===== config.mk =====
export PLATFORM = sky130hd
export DESIGN_NAME = mac_accum
export DESIGN_NICKNAME = d
export VERILOG_FILES = /design/src/rtl/mac_accum_pkg.sv /design/src/rtl/mac_mult.sv /design/src/rtl/mac_accum.sv
export SDC_FILE = /design/constraint.sdc
export NUM_CORES = 1
export LEC_CHECK = 0
export BUFFER_PORTS_ARGS = -buffer_cell sky130_fd_sc_hd__buf_2
export CORE_UTILIZATION = 55
export DETAILED_ROUTE_END_ITERATION = 10
export GPL_ROUTABILITY_DRIVEN = 0
export HOLD_SLACK_MARGIN = 0.02
export PLACE_DENSITY_LB_ADDON = 0.05
export SLEW_MARGIN = 10
export SYNTH_ARGS = -nofsm -noshare
export SYNTH_HDL_FRONTEND = slang
export SYNTH_SLANG_ARGS = --single-unit
export TNS_END_PERCENT = 50

===== constraint.sdc =====
create_clock -name clk -period 6.05 [get_ports clk]
set_input_delay 0.3025 -clock clk [delete_from_list [all_inputs] [get_ports clk]]
set_output_delay 0.3025 -clock clk [all_outputs]
set_load 0.02 [all_outputs]

===== src/rtl/mac_accum_pkg.sv =====
// mac_accum_pkg: shared fixed-point parameters and framing state type for the MAC stage.
package mac_accum_pkg;

    localparam int DWIDTH = 16;
    localparam int FL     = 8;
    localparam int GUARD  = 8;
    localparam int PROD_W = 2 * DWIDTH;
    localparam int ACC_W  = 2 * DWIDTH + GUARD;

    typedef enum logic {
        ST_IDLE = 1'b0,
        ST_ACC  = 1'b1
    } frame_state_t;

endpackage


===== src/rtl/mac_mult.sv =====
// mac_mult: registered signed multiplier with valid/first/last passthrough.
module mac_mult #(
    parameter int DWIDTH = 16
) (
    input  logic                       clk,
    input  logic                       xrst,
    input  logic                       i_valid,
    input  logic                       i_first,
    input  logic                       i_last,
    input  logic signed [DWIDTH-1:0]   i_a,
    input  logic signed [DWIDTH-1:0]   i_b,
    output logic signed [2*DWIDTH-1:0] o_prod,
    output logic                       o_valid,
    output logic                       o_first,
    output logic                       o_last
);
    localparam int PW = 2 * DWIDTH;

    logic signed [PW-1:0] r_prod;
    logic                 r_valid;
    logic                 r_first;
    logic                 r_last;

    always_ff @(posedge clk or negedge xrst) begin
        if (!xrst) begin
            r_prod  <= '0;
            r_valid <= 1'b0;
            r_first <= 1'b0;
            r_last  <= 1'b0;
        end else begin
            r_valid <= i_valid;
            if (i_valid) begin
                r_prod  <= PW'(i_a) * PW'(i_b);
                r_first <= i_first;
                r_last  <= i_last;
            end
        end
    end

    assign o_prod  = r_prod;
    assign o_valid = r_valid;
    assign o_first = r_first;
    assign o_last  = r_last;

endmodule


===== src/rtl/mac_accum.sv =====
// mac_accum: three-stage fixed-point MAC (multiply, accumulate, scale) with first/last framing.
// Define MAC_SAT_EN to clamp the scaled result instead of keeping its low DWIDTH bits.
module mac_accum
    import mac_accum_pkg::*;
(
    input  logic                     clk,
    input  logic                     xrst,
    input  logic                     in_valid,
    input  logic                     first,
    input  logic                     last,
    input  logic signed [DWIDTH-1:0] pixel,
    input  logic signed [DWIDTH-1:0] weight,
    output logic signed [DWIDTH-1:0] pixel_out,
    output logic                     out_valid,
    output logic                     err
);
    frame_state_t              r_state;
    frame_state_t              w_state_nxt;
    logic                      w_accept;
    logic                      w_err_evt;
    logic signed [PROD_W-1:0]  w_prod;
    logic                      w_v1;
    logic                      w_f1;
    logic                      w_l1;
    logic signed [ACC_W-1:0]   w_prod_ext;
    logic signed [ACC_W-1:0]   r_acc;
    logic                      r_v2;
    logic signed [DWIDTH-1:0]  w_scaled;
    logic signed [DWIDTH-1:0]  r_pixel_out;
    logic                      r_out_valid;
    logic                      r_err;

    // Beats arriving in IDLE without first are dropped before the multiplier.
    always_comb begin
        w_state_nxt = r_state;
        w_accept    = 1'b0;
        w_err_evt   = 1'b0;
        if (in_valid) begin
            case (r_state)
                ST_IDLE: begin
                    w_accept  = first;
                    w_err_evt = ~first;
                end
                ST_ACC: begin
                    w_accept  = 1'b1;
                    w_err_evt = first;
                end
            endcase
            if (w_accept) begin
                w_state_nxt = last ? ST_IDLE : ST_ACC;
            end
        end
    end

    always_ff @(posedge clk or negedge xrst) begin
        if (!xrst) begin
            r_state <= ST_IDLE;
            r_err   <= 1'b0;
        end else begin
            r_state <= w_state_nxt;
            if (w_err_evt) begin
                r_err <= 1'b1;
            end
        end
    end

    mac_mult #(
        .DWIDTH (DWIDTH)
    ) u_mult (
        .clk     (clk),
        .xrst    (xrst),
        .i_valid (w_accept),
        .i_first (first),
        .i_last  (last),
        .i_a     (pixel),
        .i_b     (weight),
        .o_prod  (w_prod),
        .o_valid (w_v1),
        .o_first (w_f1),
        .o_last  (w_l1)
    );

    assign w_prod_ext = {{GUARD{w_prod[PROD_W-1]}}, w_prod};

    always_ff @(posedge clk or negedge xrst) begin
        if (!xrst) begin
            r_acc <= '0;
            r_v2  <= 1'b0;
        end else begin
            if (w_v1) begin
                r_acc <= w_f1 ? w_prod_ext : r_acc + w_prod_ext;
            end
            r_v2 <= w_v1 & w_l1;
        end
    end

`ifdef MAC_SAT_EN
    localparam logic signed [ACC_W-1:0] SAT_HI = ACC_W'((1 << (DWIDTH - 1)) - 1);
    localparam logic signed [ACC_W-1:0] SAT_LO = ~SAT_HI;

    logic signed [ACC_W-1:0] w_shift;

    always_comb begin
        w_shift = r_acc >>> FL;
        if (w_shift > SAT_HI) begin
            w_scaled = SAT_HI[DWIDTH-1:0];
        end else if (w_shift < SAT_LO) begin
            w_scaled = SAT_LO[DWIDTH-1:0];
        end else begin
            w_scaled = w_shift[DWIDTH-1:0];
        end
    end
`else
    // Low DWIDTH bits of (acc >>> FL) are exactly this slice of acc.
    always_comb begin
        w_scaled = r_acc[FL +: DWIDTH];
    end
`endif

    always_ff @(posedge clk or negedge xrst) begin
        if (!xrst) begin
            r_pixel_out <= '0;
            r_out_valid <= 1'b0;
        end else begin
            r_out_valid <= r_v2;
            if (r_v2) begin
                r_pixel_out <= w_scaled;
            end
        end
    end

    assign pixel_out = r_pixel_out;
    assign out_valid = r_out_valid;
    assign err       = r_err;

endmodule


==> results.txt <==
Final Setup Violations = 0
Syn avg cell area = 8.98 µm²
Die Footprint = 0.0215 mm²
First-pass GRT wire length = 42.6 mm
Avg Vias per Cell = 5.13
H-tree Lvls = 3
Layout Nets = 1,636
Crit-path max FO = 16
Max clock buf depth = 2
Largest net degree at the start of global routing = 72
Mapped Nets = 1,601
Via count = 8,158
Crit path DAT = 5.95 ns
Fill cells = 1,853
Max-capacitance violation count = 0
Commonest cells after routing, fill and taps aside = 255 x inv_1, 188 x fa_1, 174 x nand2_1, 113 x and2_1, 97 x ha_1
GRT overflow = 0
Post-synth ARST share = 100%
CP Capture Type = flip-flop
# DRC = 0
Reg-to-reg startpoint = u_mult.o_prod[0]
Share of cells above drive strength 1 = 8.95%
Status = finished clean
TritonCTS Buffers = 9
First-pass detailed-route iteration total = 4
WP data required = 6.32 ns
Top_reg_cell synth = dfrtp_1
Critical Path End = u_mult.o_prod[21]
HP Class = input pin to asynchronous set/reset pin
Count of different cell masters after synthesis = 60
Yosys warning count = 0
Commonest non-fill, non-tap cell in the layout = inv_1
Area grow syn2layout = 7.65%
Final period util = 93.8%
CP startpoint kind = input pin
RSZ-0062 raised after global routing = no
Reg2Reg Depth = 11
1st-iter DRT viols = 309
Worst reg2reg setup slack = 3.20 ns
Clock transition at path regs = 0.06 ns
CORE AREA = 0.0204 mm²
Hold slack = 0.0890 ns
Final ANT Viol Nets = 0
Setup CP Type = input pin to flip-flop
Post-CTS Hold Buffers = 0
All-Layer GR Usage = 24.7%
EDFF count, synth = 0
Tightest Pin Transition = 0.877 ns
Root Buffer = clkbuf_16
Top-Level Pins = 55
Synthesized area = 0.0115 mm²
Post-CTS Resized = 0
Later-pin clock latency in the skew report = 0.33 ns
Final Hold Fails = 0
Seq/Total Area, Yosys = 15.5%
Die X = 146 µm
Initial antenna violation count = 0
End of the worst register-to-register path = r_acc[22]
Routed len/inst = 15.2 µm
Period minus WS final = 5.68 ns
Overall die height = 146 µm
Total negative slack = 0 ns
Synth Register Bits = 71
Final wirelength = 24.1 mm
Max_slew headroom = 41.5%
Max Slew Vio Count = 0
Initial Util = 56.4%
Number of global-route vias before repair = 8,728
TritonCTS clock tree = done
Post-CTS setup buffers = 0
Max Clk Rate = 0.176 GHz
Clock sinks = 71
Detailed placement HPWL = 20.2 mm
Clock Skew = 0.00658 ns
Cell count after synthesis = 1,279
Setup crit start = pixel[4]
Diode count = 0
Row cnt = 52
PortBufs = 54
-- final cells by class --
class / instances / area, µm² / area share (%)
multi-input combinational: 904 / 8570 / 69.3
sequential: 71 / 1780 / 14.4
inverter: 255 / 957 / 7.74
timing repair buffer: 73 / 415 / 3.36
tap: 270 / 338 / 2.73
clock buffer: 11 / 253 / 2.04
clock inverter: 5 / 56.3 / 0.455
-- routing by layer --
| metal | GRT usage [%] | routed length (µm) | share of wire (%) |
|---|---|---|---|
| met2 | 41.6 | 11300 | 47 |
| met4 | 4.11 | 190 | 0.79 |
| met5 | 0 | 0 | 0 |
| met3 | 2.53 | 833 | 3.5 |
| met1 | 35.1 | 11900 | 49 |
-- metrics by stage --
step / setup slack [ns] / instance area, µm² / std cells / utilization [%]
detailed placement: 0.00477 / 12100 / 1573 / 59.2
global placement: 0.0909 / 12100 / 1573 / 59.2
CTS: 0.355 / 12400 / 1589 / 60.7
floorplan: 0.347 / 11500 / 1279 / -
global route: 0.0571 / 12400 / 1589 / 60.7
finish: 0.372 / 12400 / 1589 / 60.7
-- logic make-up after synthesis --
logic type	share of synthesized area (%)
and+or+nand+nor	16.0
buffers and inverters	9.94
adders and majority gates	43.3
AOI/OAI and AO/OA	9.60
DFF	15.5
xor gates and xnor gates	3.97
muxes	1.66
-- Yosys cell counts (8+ instances only) --
library cell | number | area (µm²)
and2_1 | 113 | 707
xnor2_1 | 39 | 342
xor2_1 | 13 | 114
clkbuf_1 | 46 | 173
ha_1 | 97 | 1210
nor2_1 | 41 | 154
o21ai_0 | 40 | 200
dfrtp_1 | 71 | 1780
a21oi_1 | 54 | 270
o21a_1 | 13 | 97.6
nor3_1 | 11 | 55.1
o211ai_1 | 8 | 60.1
inv_1 | 255 | 957
fa_1 | 188 | 3760
mux2_2 | 16 | 180
nand2_1 | 174 | 653
-- critical path, stage by stage --
cell      delay (ns)
buf_2           0.28
nand2_1         0.13
fa_1            0.55
inv_1           0.05
fa_1            0.46
fa_1            0.55
fa_1            0.53
fa_1            0.54
inv_1           0.05
fa_1            0.52
inv_1           0.04
ha_1            0.35
nand2_1         0.09
nor3_1          0.25
o211ai_1        0.20
a21oi_1         0.32
a21oi_1         0.15
or4b_1          0.51
nand3_1         0.08
-- how the worst min path moves through the flow --
stage          startpoint       end  slack, ns  depth (start not counted)
2_1_floorplan        xrst       err      0.007                          0
3_3_place_gp          err       err       0.43                          1
3_5_place_dp          err       err       0.44                          1
4_1_cts              xrst  r_acc[2]       0.13                          1
5_1_grt              xrst  r_acc[7]       0.17                          1
6_report             xrst  r_acc[3]       0.09                          1
-- registers in the layout, indices dropped and copies added (netlist names) --
signal and count:
err 1, out_valid 1, pixel_out 16, r_acc 24, r_state 1, r_v2 1
u_mult.o_first 1, u_mult.o_last 1, u_mult.o_prod 24, u_mult.o_valid 1
Power is left out: the tool's default activity adds up to more than one toggle a clock period on the data nets, which glitch-free logic cannot reach.
